[config.mk]
export PLATFORM = sky130hd
export DESIGN_NAME = prm_edge_scan_ctrl
export DESIGN_NICKNAME = d
export VERILOG_FILES = /design/src/rtl/prm_oblgc_pkg.sv /design/src/rtl/prm_obs_reduce.sv /design/src/rtl/prm_edge_scan_ctrl.sv
export SDC_FILE = /design/constraint.sdc
export NUM_CORES = 1
export LEC_CHECK = 0
export CAP_MARGIN = 25
export CORE_ASPECT_RATIO = 2
export CORE_MARGIN = 2
export CORE_UTILIZATION = 35
export CTS_CLUSTER_SIZE = 8
export DETAILED_ROUTE_END_ITERATION = 8
export HOLD_SLACK_MARGIN = 0.08
export PLACE_DENSITY = 0.66
export SYNTH_ARGS = -nofsm -noshare
export SYNTH_HDL_FRONTEND = slang
export SYNTH_SLANG_ARGS = --single-unit
[constraint.sdc]
create_clock -name clk -period 2.2 [get_ports clk]
set_input_delay 0.22 -clock clk [delete_from_list [all_inputs] [get_ports clk]]
set_output_delay 0.22 -clock clk [all_outputs]
set_load 0.01 [all_outputs]
[src/rtl/prm_oblgc_pkg.sv]
// Shared types and default sizes for the PRM obstacle-checker bank and its edge scan sequencer.
package prm_oblgc_pkg;
  localparam int NUM_CHK_DEF    = 20;
  localparam int EIDX_W_DEF     = 10;
  localparam int CODE_W_DEF     = 15;
  localparam int SETTLE_CYC_DEF = 1;

  typedef enum logic [2:0] {
    ST_IDLE, ST_FETCH, ST_LOAD, ST_EVAL, ST_OUT, ST_DONE
  } state_e;

  typedef struct packed {
    logic [EIDX_W_DEF-1:0] idx;
    logic                  free;
  } res_t;
endpackage

[src/rtl/prm_obs_reduce.sv]
// Masks the checker-bank hit vector with the latched obstacle enables and
// registers the "edge is free" verdict when the sequencer strobes sample.
module prm_obs_reduce #(
  parameter int NUM_CHK = 20
) (
  input  logic               clk,
  input  logic               rst_n,
  input  logic               sample,
  input  logic [NUM_CHK-1:0] chk_mask,
  input  logic [NUM_CHK-1:0] obs_en,
  output logic               free_q
);
  logic free_d;

  always_comb begin
    free_d = free_q;
    if (sample) free_d = ~|(chk_mask & obs_en);
  end

  always_ff @(posedge clk or negedge rst_n) begin
    if (!rst_n) free_q <= 1'b0;
    else        free_q <= free_d;
  end
endmodule

[src/rtl/prm_edge_scan_ctrl.sv]
// Walks a range of roadmap edges: reads each edge code from ROM, holds it on the
// checker bank for SETTLE_CYC cycles, then hands a free/blocked result to the planner.
module prm_edge_scan_ctrl
  import prm_oblgc_pkg::*;
#(
  parameter int NUM_CHK    = NUM_CHK_DEF,
  parameter int EIDX_W     = EIDX_W_DEF,
  parameter int CODE_W     = CODE_W_DEF,
  parameter int SETTLE_CYC = SETTLE_CYC_DEF
) (
  input  logic               clk,
  input  logic               rst_n,
  input  logic               start,
  input  logic               abort,
  input  logic [EIDX_W-1:0]  edge_base,
  input  logic [EIDX_W:0]    edge_count,
  input  logic [NUM_CHK-1:0] obs_en,
  output logic               rom_en,
  output logic [EIDX_W-1:0]  rom_addr,
  input  logic [CODE_W-1:0]  rom_data,
  output logic [CODE_W-1:0]  chk_code,
  input  logic [NUM_CHK-1:0] chk_mask,
  output logic               res_valid,
  input  logic               res_ready,
  output logic [EIDX_W-1:0]  res_idx,
  output logic               res_free,
  output logic               busy,
  output logic               done,
  output logic [EIDX_W:0]    free_cnt
);
  localparam int CW = EIDX_W + 1;
  localparam int SW = (SETTLE_CYC > 1) ? $clog2(SETTLE_CYC) : 1;

  state_e             state_q, state_d;
  logic [EIDX_W-1:0]  idx_q, idx_d;
  logic [CW-1:0]      rem_q, rem_d;
  logic [CW-1:0]      free_cnt_q, free_cnt_d;
  logic [NUM_CHK-1:0] obs_en_q, obs_en_d;
  logic [CODE_W-1:0]  chk_code_q, chk_code_d;
  logic [EIDX_W-1:0]  res_idx_q, res_idx_d;
  logic [SW-1:0]      settle_q, settle_d;

  logic start_acc, settle_last, sample, accept;

  // abort beats start in IDLE; an abort landing on the sample cycle leaves the last result untouched
  assign start_acc   = (state_q == ST_IDLE) && start && !abort;
  assign settle_last = (settle_q == SW'(SETTLE_CYC - 1));
  assign sample      = (state_q == ST_EVAL) && settle_last && !abort;
  assign accept      = (state_q == ST_OUT) && res_ready;

  always_ff @(posedge clk or negedge rst_n) begin
    if (!rst_n) state_q <= ST_IDLE;
    else        state_q <= state_d;
  end

  always_comb begin
    state_d = state_q;
    case (state_q)
      ST_IDLE:  if (start_acc) state_d = (edge_count == '0) ? ST_DONE : ST_FETCH;
      ST_FETCH: state_d = ST_LOAD;
      ST_LOAD:  state_d = ST_EVAL;
      ST_EVAL:  if (settle_last) state_d = ST_OUT;
      ST_OUT:   if (res_ready) state_d = (rem_q == CW'(1)) ? ST_DONE : ST_FETCH;
      ST_DONE:  state_d = ST_IDLE;
      default:  state_d = ST_IDLE;
    endcase
    if (abort && (state_q != ST_IDLE)) state_d = ST_IDLE;
  end

  always_comb begin
    rom_en    = 1'b0;
    res_valid = 1'b0;
    done      = 1'b0;
    busy      = 1'b1;
    case (state_q)
      ST_IDLE:  busy      = 1'b0;
      ST_FETCH: rom_en    = 1'b1;
      ST_OUT:   res_valid = 1'b1;
      ST_DONE:  done      = 1'b1;
      default:  ;
    endcase
  end

  always_comb begin
    idx_d      = idx_q;
    rem_d      = rem_q;
    free_cnt_d = free_cnt_q;
    obs_en_d   = obs_en_q;
    chk_code_d = chk_code_q;
    res_idx_d  = res_idx_q;
    settle_d   = (state_q == ST_EVAL) ? settle_q + 1'b1 : '0;
    if (start_acc) begin
      idx_d      = edge_base;
      rem_d      = edge_count;
      obs_en_d   = obs_en;
      free_cnt_d = '0;
    end
    if (state_q == ST_LOAD) chk_code_d = rom_data;
    if (sample) res_idx_d = idx_q;
    // an accept is counted even if abort arrives in the same cycle
    if (accept) begin
      free_cnt_d = free_cnt_q + CW'(res_free);
      idx_d      = idx_q + 1'b1;
      rem_d      = rem_q - CW'(1);
    end
  end

  always_ff @(posedge clk or negedge rst_n) begin
    if (!rst_n) begin
      idx_q      <= '0;
      rem_q      <= '0;
      free_cnt_q <= '0;
      obs_en_q   <= '0;
      chk_code_q <= '0;
      res_idx_q  <= '0;
      settle_q   <= '0;
    end else begin
      idx_q      <= idx_d;
      rem_q      <= rem_d;
      free_cnt_q <= free_cnt_d;
      obs_en_q   <= obs_en_d;
      chk_code_q <= chk_code_d;
      res_idx_q  <= res_idx_d;
      settle_q   <= settle_d;
    end
  end

  prm_obs_reduce #(.NUM_CHK(NUM_CHK)) u_reduce (
    .clk      (clk),
    .rst_n    (rst_n),
    .sample   (sample),
    .chk_mask (chk_mask),
    .obs_en   (obs_en_q),
    .free_q   (res_free)
  );

  assign rom_addr = idx_q;
  assign chk_code = chk_code_q;
  assign res_idx  = res_idx_q;
  assign free_cnt = free_cnt_q;
endmodule

[Word-level counts from Yosys, hierarchy flattened]
Cells that the tools add are included.
Word-level totals
  output and inout bits: 51
  word-level logic and storage cells: 56
  register bits: 82
  input bits: 81
Cells by class
  bitwise logic cells: 2
  reductions and logical operators: 14
  equal/unequal tests: 9
  add/subtract/negate cells: 4
  mux-type cells: 18
Operators by type and width (number)
  $mux 11: 4
  $and 20x20->20: 1
  $mux 10: 2
  $reduce_or 20->1: 1
  $mux 3: 6
  $pmux 3 s5: 1
  $add 11x1->11: 1
  $eq 11x1->1 const B: 1
  $logic_not 11->1: 1
  $sub 11x1->11 const B: 1
  $add 10x1->10 const B: 1
  $eq 3x2->1 const B: 2
  $eq 3x3->1 const B: 2
  $logic_and 1x1->1: 6
  $ne 3x2->1 const B: 2
  $mux 1: 5
  $eq 3x1->1 const B: 1
  $logic_not 3->1: 1
  $ne 3x3->1 const B: 1
  $reduce_and 3->1: 1
  $reduce_bool 3->1: 1
  $logic_not 1->1: 2
  $reduce_bool 2->1: 1
  $add 1x1->1 const B: 1
  $not 1->1: 1

[Logic depth before layout (Yosys ltp)]
  word-level depth: 6
  depth in mapped cells: 7
  mapped depth without buffers: 6

[Hierarchy]
A second synthesis with hierarchy kept.
Second synthesis, totals
  cells, all modules: 379
  area, all modules: 3823.7 um^2
Modules (own cells, without submodules)
  prm_edge_scan_ctrl: area each 3688.5 um^2, cells each 363, instances 1, sequential area each 2026.9 um^2
  prm_obs_reduce: area each 135.1 um^2, cells each 16, instances 1, sequential area each 25.0 um^2

[Worst setup path before layout]
No wires, ideal clock.
  kind: flip-flop to flip-flop
  start point: register rem_q[3]
  end point: register rem_q[9]
  path buffers: 0
  cell stages (with the launch flop): 5
  arrival: 1632 ps
  setup slack: 431 ps
  library setup time: 137 ps
  path through: dfrtp_1 > or4_4 > or3_4 > o311ai_2 > o211ai_1
On the way
  cells in the longest elaborated chain, start to end: 2
RTL lines
  start: declaration: RTL line prm_edge_scan_ctrl.sv:36  | logic [CW-1:0] rem_q, rem_d;
  start signal: assignment: RTL line prm_edge_scan_ctrl.sv:119  | rem_q <= rem_d;
  $sub 11x1->11: RTL line prm_edge_scan_ctrl.sv:104  | rem_d = rem_q - CW'(1);
  $mux 11: RTL line prm_edge_scan_ctrl.sv:101  | if (accept) begin
Every way passes these cells.
A chain may end at the register's enable or synchronous reset.

[Worst setup path in the final report]
  start point: register state_q[0]
  end point: output done
On the way
  cells in the longest elaborated chain, start to end: 2
RTL lines
  start: declaration: RTL line prm_edge_scan_ctrl.sv:34  | state_e state_q, state_d;
  start signal: assignment: RTL line prm_edge_scan_ctrl.sv:53  | else state_q <= state_d;
  $eq 3x3->1: RTL line prm_edge_scan_ctrl.sv:75  | case (state_q)
  $mux 1: RTL line prm_edge_scan_ctrl.sv:75
  end: declaration: RTL line prm_edge_scan_ctrl.sv:28  | output logic done,
Every way passes these cells.

==> impl_metrics.json <==
{
  "outcome": "complete, no violations",
  "ys_ff_latch": 82,
  "fmax_mhz": 475,
  "rsz0062_at_grt": "false",
  "synth.top_cells.by_area": "dfrtp_1, nand2_1, mux2_2",
  "ios": 132,
  "vias": 3376,
  "yosysWarningCount": 0,
  "dr.pass1.iters": 4,
  "gr-total-overflow": 0,
  "wl_per_cell_um": 16.2,
  "synth-edff-count": 0,
  "clkLatencyLatePin_ns": 0.34,
  "crit_type": "register to primary output",
  "ys_types": 48,
  "placed_cell_area_mm2": 0.00531,
  "ant_nets": 0,
  "fillers": 931,
  "grt_use_total": 0.189,
  "yosysTopAreaCellShare": 0.542,
  "fin_nets": 586,
  "max_stage_delay_ns": 0.60,
  "dp_hpwl_mm": 7.82,
  "crit_buf_inv": 2,
  "multiInputGateArea_mm2": 0.00166,
  "hold_viol_final": 0,
  "r2r_cells": 4,
  "htree_levels": 3,
  "postSynthAreaPerCell_um2": 10.5,
  "ir_drop_mv": 0.586,
  "worst_slew_pin_slew_ns": 0.873,
  "min_period_over_period": 0.957,
  "final-seq-area_mm2": 0.00205,
  "maxCapViolations": 0,
  "rows": 53,
  "grt_pass1_vias": 3339,
  "drv_slew": 0,
  "critPathLaunchType": "register",
  "yosysMostFrequentCell": "nand2_1",
  "worst-path-stages": 3,
  "gp_congestion": 0.837,
  "drive_above_1_share": 0.131,
  "cts_sinks": 82,
  "total_power_mw": 5.26,
  "grt_pass1_wl_mm": 16.9,
  "cts_buffer_depth": 2,
  "period_minus_slack_ns": 2.11,
  "die_w_um": 77.5,
  "cts_tree": "yes",
  "hp-class": "input port to register",
  "ys_seq_area_frac": 0.542,
  "initialDrtViolationCount": 205,
  "synth_top_area_cell": "dfrtp_1",
  "power-per-cell-area_mw_per_mm2": 930,
  "area_growth_pct": 49.4,
  "finalSetupViolCount": 0,
  "rr_startpoint": "state_q[2]",
  "critPathTopFamily": "buffers and inverters",
  "cp_max_fo": 11,
  "synth_commonest_cells": "nand2_1, dfrtp_1, mux2_2",
  "stdcell_area_mm2": 0.00565,
  "async_flop_share": 1.00,
  "drt-total-wl_mm": 10.4,
  "port-buffer-count": 131,
  "die_h_um": 151,
  "reg2reg_setup_slack_ns": 0.20,
  "cp-end-kind": "primary output",
  "crit_arrival_ns": 1.89,
  "core_area_mm2": 0.0105,
  "antenna_found_initial": 0,
  "netlist_instances": 362,
  "hold_depth": 3,
  "diodes": 0,
  "cts.reportedPaths.clkPinSlew_ns": 0.06,
  "synthFlopType": "dfrtp_1",
  "skew_ns": 0.00532,
  "syn_nets": 448,
  "crit_chain": "inv_1 > nor3b_1 > clkdlybuf4s50_1",
  "grt_max_degree": 83,
  "clock-root-buffer": "clkbuf_16",
  "drc_errors": 0,
  "max-slew-margin-rel": 0.418,
  "r2r_end": "rom_addr[7]",
  "dieArea_mm2": 0.0117,
  "finalSetupTns_ns": 0,
  "synthesis.area_mm2": 0.00378,
  "holdPathEnd": "obs_en_q[11]",
  "hp-start": "obs_en[11]",
  "cts_buffers": 9,
  "start_util": 0.359,
  "crit_slowest_cell": "clkdlybuf4s50_1",
  "vias_per_cell": 5.26,
  "p_leak_nw": 2.43,
  "worstPathRequired_ns": 1.98
}
## per-stage QoR
| step | worst slack (ns) | util | instances | hold slack (ns) |
|---|---|---|---|---|
| global placement | 0.134 | 0.504 | 625 | 0.288 |
| CTS | 0.0672 | 0.536 | 642 | 0.392 |
| global route | 0.0111 | 0.536 | 642 | 0.405 |
| finish | 0.0946 | 0.536 | 642 | 0.403 |
| floorplan | 0.431 | - | 362 | -0.0756 |
| detailed placement | 0.118 | 0.504 | 625 | 0.288 |
## worst register-to-register path: stages, from the launching register on
cell and delay [ns]:
dfrtp_1 0.56, nor4bb_4 0.54, a21oi_2 0.26, a21o_1 0.24
a221o_1 0.29
## registers in the layout (all words and copies together) (netlist names), 3 cells and up
| name | cells |
|---|---|
| chk_code | 15 |
| state_q | 3 |
| res_idx | 10 |
| rem_q | 11 |
| obs_en_q | 20 |
| rom_addr | 10 |
| free_cnt | 11 |
## metal layers
layer  GRT usage  part of all wire  routed length (µm)
met5           0                 0                   0
met4      0.0830             0.026                 272
met3      0.0435             0.042                 436
met2       0.350              0.56                5800
met1       0.201              0.38                3910
## cell usage in the layout (no fill, tap or decap), drive strengths merged, types with 10 or more instances in the layout
cell / synthesis / layout
dfrtp: 82 / 82
o21ai: 12 / 12
clkdlybuf4s50: 0 / 130
nor2: 12 / 12
clkbuf: 9 / 10
nand3: 16 / 16
buf: 9 / 14
nand2: 88 / 88
mux2: 24 / 24
o211ai: 13 / 13
## layout make-up
| cell class | count | share of cell area |
|---|---|---|
| clock buffers | 10 | 0.0423 |
| flip-flops and latches | 82 | 0.363 |
| repair buffers | 145 | 0.253 |
| well taps | 137 | 0.0303 |
| clock inverters | 6 | 0.0159 |
| inverters | 4 | 0.00266 |
| multi-input cells | 258 | 0.293 |
## kinds of logic after synthesis
kind of cell               Yosys count  share of synthesized area
adders and majority gates            5                     0.0165
muxes                               28                     0.0820
AOI/OAI and AO/OA                   72                      0.143
and+or+nand+nor                    153                      0.191
DFF                                 82                      0.542
buffers and inverters               22                     0.0245
## what timing repair did
| item | 4_1_cts | 5_1_grt |
|---|---|---|
| endpoints found under the hold margin | 82 | 0 |
| resized for setup | 1 | 1 |
| setup endpoints to repair | 1 | 1 |
| setup buffers | 0 | 0 |
| hold buffers | 1 | 0 |
## worst max-delay path by stage
stage	start	endpoint	slack, ns
after floorplan	rem_q[3]	rem_q[9]	0.43
after global placement	abort	rom_addr[2]	0.13
after detailed placement	abort	rom_addr[2]	0.12
after CTS	state_q[1]	res_valid	0.07
after global routing	state_q[0]	done	0.01
final	state_q[0]	done	0.09
## power by group
group | switching (mW) | internal (mW)
Sequential | 0.286 | 1.89
Combinational | 0.565 | 0.878
Clock | 0.613 | 1.03
No activity file was read; power rests on OpenSTA's default activity.
==> RTL edit 1, RTL diff (same settings) <==
Set the package constant `CODE_W_DEF` to 13 (it was 15).
--- a/src/rtl/prm_oblgc_pkg.sv
+++ b/src/rtl/prm_oblgc_pkg.sv
@@ -2,7 +2,7 @@
 package prm_oblgc_pkg;
   localparam int NUM_CHK_DEF    = 20;
   localparam int EIDX_W_DEF     = 10;
-  localparam int CODE_W_DEF     = 15;
+  localparam int CODE_W_DEF     = 13;
   localparam int SETTLE_CYC_DEF = 1;
 
   typedef enum logic [2:0] {
Ports: changed (resized chk_code and rom_data); port bits go from 132 to 128. The function was not compared with the original's and may differ.
==> RTL edit 1 against the original RTL <==
Synthesized area down 0.89%; clock power down 4%; wire length down 0.19%; total power down 3.6%; clock skew about the same; hold slack better by 5.5 ps; setup slack better by 34 ps; count of clock-buffer cells in the layout down 1; final area down 1.8%; sequential cell count down 2; maximum frequency up 1.7%; global-route usage down 0.11 points; largest cell class unchanged; highest routed layer unchanged.
==> RTL edit 1: results (changes against the original RTL) <==
* Vias per std cell at 5.24 (-0.37%)
* Leak at 2.40 nW (-1.1%)
* Placed insts at 632 (+1.1%)
* Mux cell area share after synthesis at 7.44% (-0.76 points)
* CP arrival at 1850 ps (-40 ps)
* Met2 GRT Util at 34.0% (-0.91 points)
* Status: completed
* Area Growth Syn to Fin at 48.0%
* Post-synth top cells: 92 x nand2_1, 80 x dfrtp_1, 15 x mux2_2, 15 x nand3_1, 14 x nor2_1
* Fill cells at 995 (+6.9%)
* Post-synthesis adder-cell area fraction at 1.67% (+0.015 points)
* Yosys cell types at 50 (+4.2%)
* Clock buffers at 9 (-1)
* Clock-cell share at 5.59% (-0.23 points)
* Clock power share at 31.0% (-0.2 points)
* M1 WL at 3760 um (-3.8%)
* Sw power at 0.00144 W (-1.8%)
* Vias in the first global route at 3583 (+7.3%)
* Largest net degree at the start of global routing at 81 (-2.4%)
* Placed Instance Area at 5230 um2 (-1.5%)
* Global placer's final weighted congestion at 0.779 (-6.9%)
* IO Port Bufs at 127 (-3.1%)
* Slew headroom at 70.8% (+29 points)
* Sequential cell area fraction in the yosys report at 53.4% (-0.85 points)
* Met3 wire len at 609 um (+40%)
* #FFs+latches synth at 80 (-2.4%)
* Critical Path Max Stage Delay at 530 ps (-70 ps)
* Non-Clock Inverter Count at 6 (+2)
* Area contributors post-synth: dfrtp_1 53%, nand2_1 9.2%, mux2_2 4.5%, mux2_1 2.4%, nand3_1 2.0%
* Syn Inst Count at 372 (+2.8%)
* Fin nets at 591 (+0.85%)
* GR Util met3 at 4.44% (+0.086 points)
* Pre-CTS WS at 160 ps (+42.0 ps)
* Final non-clock buffer share at 25.4% (+0.11 points)
* Multi-input combinational cell area at 1640 um2 (-1.2%)
* Share of cells above drive strength 1 at 10.8% (-2.3 points)
RTL edit 1: kinds of logic (layout without fill, tap and decap cells):
family / Yosys count / count (layout)
adders and majority gates: 5 / 5
DFF: 80 / 80
AOI/OAI and AO/OA: 75 / 75
buffers and inverters: 24 / 163
muxes: 25 / 25
and+or+nand+nor: 163 / 163
RTL edit 1: worst paths after layout:
path                                    startpoint                       end  slack (ps)
setup / recovery            state_q[0]$_DFFE_PN0P_                 res_valid         130
hold / removal                           obs_en[9]   obs_en_q[9]$_DFFE_PN0P_         410
setup reg to reg            state_q[0]$_DFFE_PN0P_      rem_q[4]$_DFFE_PN0P_         300
hold reg to reg            obs_en_q[9]$_DFFE_PN0P_   obs_en_q[9]$_DFFE_PN0P_         480
max in group asynchronous                    rst_n   chk_code[8]$_DFFE_PN0P_        1400
min in group asynchronous                    rst_n  obs_en_q[16]$_DFFE_PN0P_         440
==> RTL edit 2, RTL diff (config.mk and constraints unchanged) <==
Without the edit above. Encoding of `state_e`: now one-hot (6 bits for 6 states).
--- a/src/rtl/prm_oblgc_pkg.sv
+++ b/src/rtl/prm_oblgc_pkg.sv
@@ -5,8 +5,8 @@
   localparam int CODE_W_DEF     = 15;
   localparam int SETTLE_CYC_DEF = 1;
 
-  typedef enum logic [2:0] {
-    ST_IDLE, ST_FETCH, ST_LOAD, ST_EVAL, ST_OUT, ST_DONE
+  typedef enum logic [5:0] {
+    ST_IDLE = 6'b000001, ST_FETCH = 6'b000010, ST_LOAD = 6'b000100, ST_EVAL = 6'b001000, ST_OUT = 6'b010000, ST_DONE = 6'b100000
   } state_e;
 
   typedef struct packed {
Formal check against the unedited RTL: same outputs for any inputs over 10 cycles, from zero or initial values and one cycle with rst_n low; not proved beyond that.
==> RTL edit 2 against the original RTL <==
Wire length increased by 16%; synthesized area increased by 8.0%; setup slack got worse by 25 ps; final area increased by 7.7%; synthesized cell count increased by 7.5%; sequential cell count increased by 3; total power increased by 16%; combinational power increased by 46%; global-route usage increased by 1.1 points.
==> RTL edit 2: results (changes against the original RTL) <==
* Metal2 WL at 6720 um (+16%)
* CP endpoint: rom_addr[7]$_DFFE_PN0P_
* 1st-pass router iterations at 5 (+1)
* Syn Inst Count at 389 (+7.5%)
* Fin nets at 624 (+6.5%)
* Global placer's final weighted congestion at 0.888 (+6.1%)
* Share of cells above drive strength 1 at 16.9% (+3.9 points)
* Post-synth top cells: 85 x nand2_1, 84 x dfrtp_1, 32 x mux2_2
* Met2 GRT Util at 36.2% (+1.3 points)
* Crit path from: state_q[3]$_DFFE_PN0P_
* Status: completed
* Sequential cell area fraction in the yosys report at 52.1% (-2.2 points)
* Hold Crit Class: input pin to async pin
* R2R Setup Slk at 70 ps (-130 ps)
* RR Endpoint: rom_addr[7]$_DFFE_PN0P_
* Sw power at 0.00205 W (+40%)
* Peak supply drop at 0.702 mV (+20%)
* Critical Path Max Stage Delay at 550 ps (-50 ps)
* Leak at 2.66 nW (+9.7%)
* GR Util met3 at 5.48% (+1.1 points)
* Slew headroom at 61.4% (+20 points)
* Largest net degree at the start of global routing at 44 (-47%)
* CP arrival at 2350 ps (+460 ps)
* CTS root buf: clkbuf_16
* M1 WL at 4260 um (+8.8%)
* Placed insts at 664 (+6.2%)
* Drt initial violations at 154 (-25%)
* Final cell count without fillers at 686 (+6.9%)
* Per-cell routed wire length at 17.5 um (+8.1%)
* DP HPWL at 9120 um (+17%)
* IO Port Bufs at 131 (unchanged)
* Yosys cell types at 53 (+10%)
* Met3 wire len at 603 um (+38%)
* Vias per std cell at 5.41 (+2.8%)
* Pre-CTS WS at 54.9 ps (-63.3 ps)
* Placed Instance Area at 5680 um2 (+6.9%)
* Antenna violations before repair at 1 (+1)
* Vias in the first global route at 3970 (+19%)
* Final Skew at 7.30 ps (+1.98 ps)
* Synth Net Count at 475 (+6.0%)
* Slowest cell on crit path: or4_4
* FF-to-FF path depth at 5 (+1)
* Final period util at 96.8% (+1.1 points)
* First-pass GRT wire length at 19300 um (+14%)
* GRT Util Overall at 20.0% (+1.1 points)
RTL edit 2: kinds of logic (layout without fill, tap and decap cells):
family | after synthesis | after routing | synth area share (%)
flops | 85 | 85 | 52.1
other cells | 0 | 1 | 0
compound gates | 63 | 63 | 12.6
simple gates | 170 | 170 | 20.4
fa+ha+maj | 5 | 5 | 1.53
buf+inv | 27 | 181 | 2.85
mux | 39 | 39 | 10.5
RTL edit 2: power by group through the flow:
stage / clock network, W / logic, W / registers [W]
global placement: 0 / 0.00200 / 0.00245
finish: 0.00155 / 0.00210 / 0.00247
detailed placement: 0 / 0.00205 / 0.00248
global route: 0.00167 / 0.00232 / 0.00255
CTS: 0.00158 / 0.00209 / 0.00246
floorplan: 0 / 0.00101 / 0.00247
RTL edit 2: stage by stage:
step	utilization (%)	power, W	hold WS (ps)
floorplan	-	0.00348	-75.6
global placement	50.0	0.00445	250
detailed placement	50.0	0.00453	257
CTS	53.1	0.00614	398
global route	53.6	0.00653	405
finish	53.6	0.00612	407
RTL edit 2: final cells by class:
type / count / area (um2)
antenna: 1 / 2.50
clock buffer: 9 / 225
timing repair buffer: 155 / 1550
tap: 142 / 178
inverter: 10 / 37.5
sequential: 85 / 2130
multi-input combinational: 277 / 1890
fill: 1052 / 5260
clock inverter: 7 / 80.1
RTL edit 2: timing repair:
item	4_1_cts	5_1_grt
hold endpoints to repair	41	0
pin swaps	1	3
gates cloned	0	1
hold buffers	1	0
endpoints found under the setup margin	4	24
gates resized for setup	7	7
setup buffers	1	2
RTL edit 2: worst max-delay path: cells and delay by family (launching register included):
kind                   cells  cell delay [ps]
DFF                        1              470
buffers and inverters      1              170
and+or+nand+nor            2              750
AOI/OAI and AO/OA          1              290
muxes                      1              340
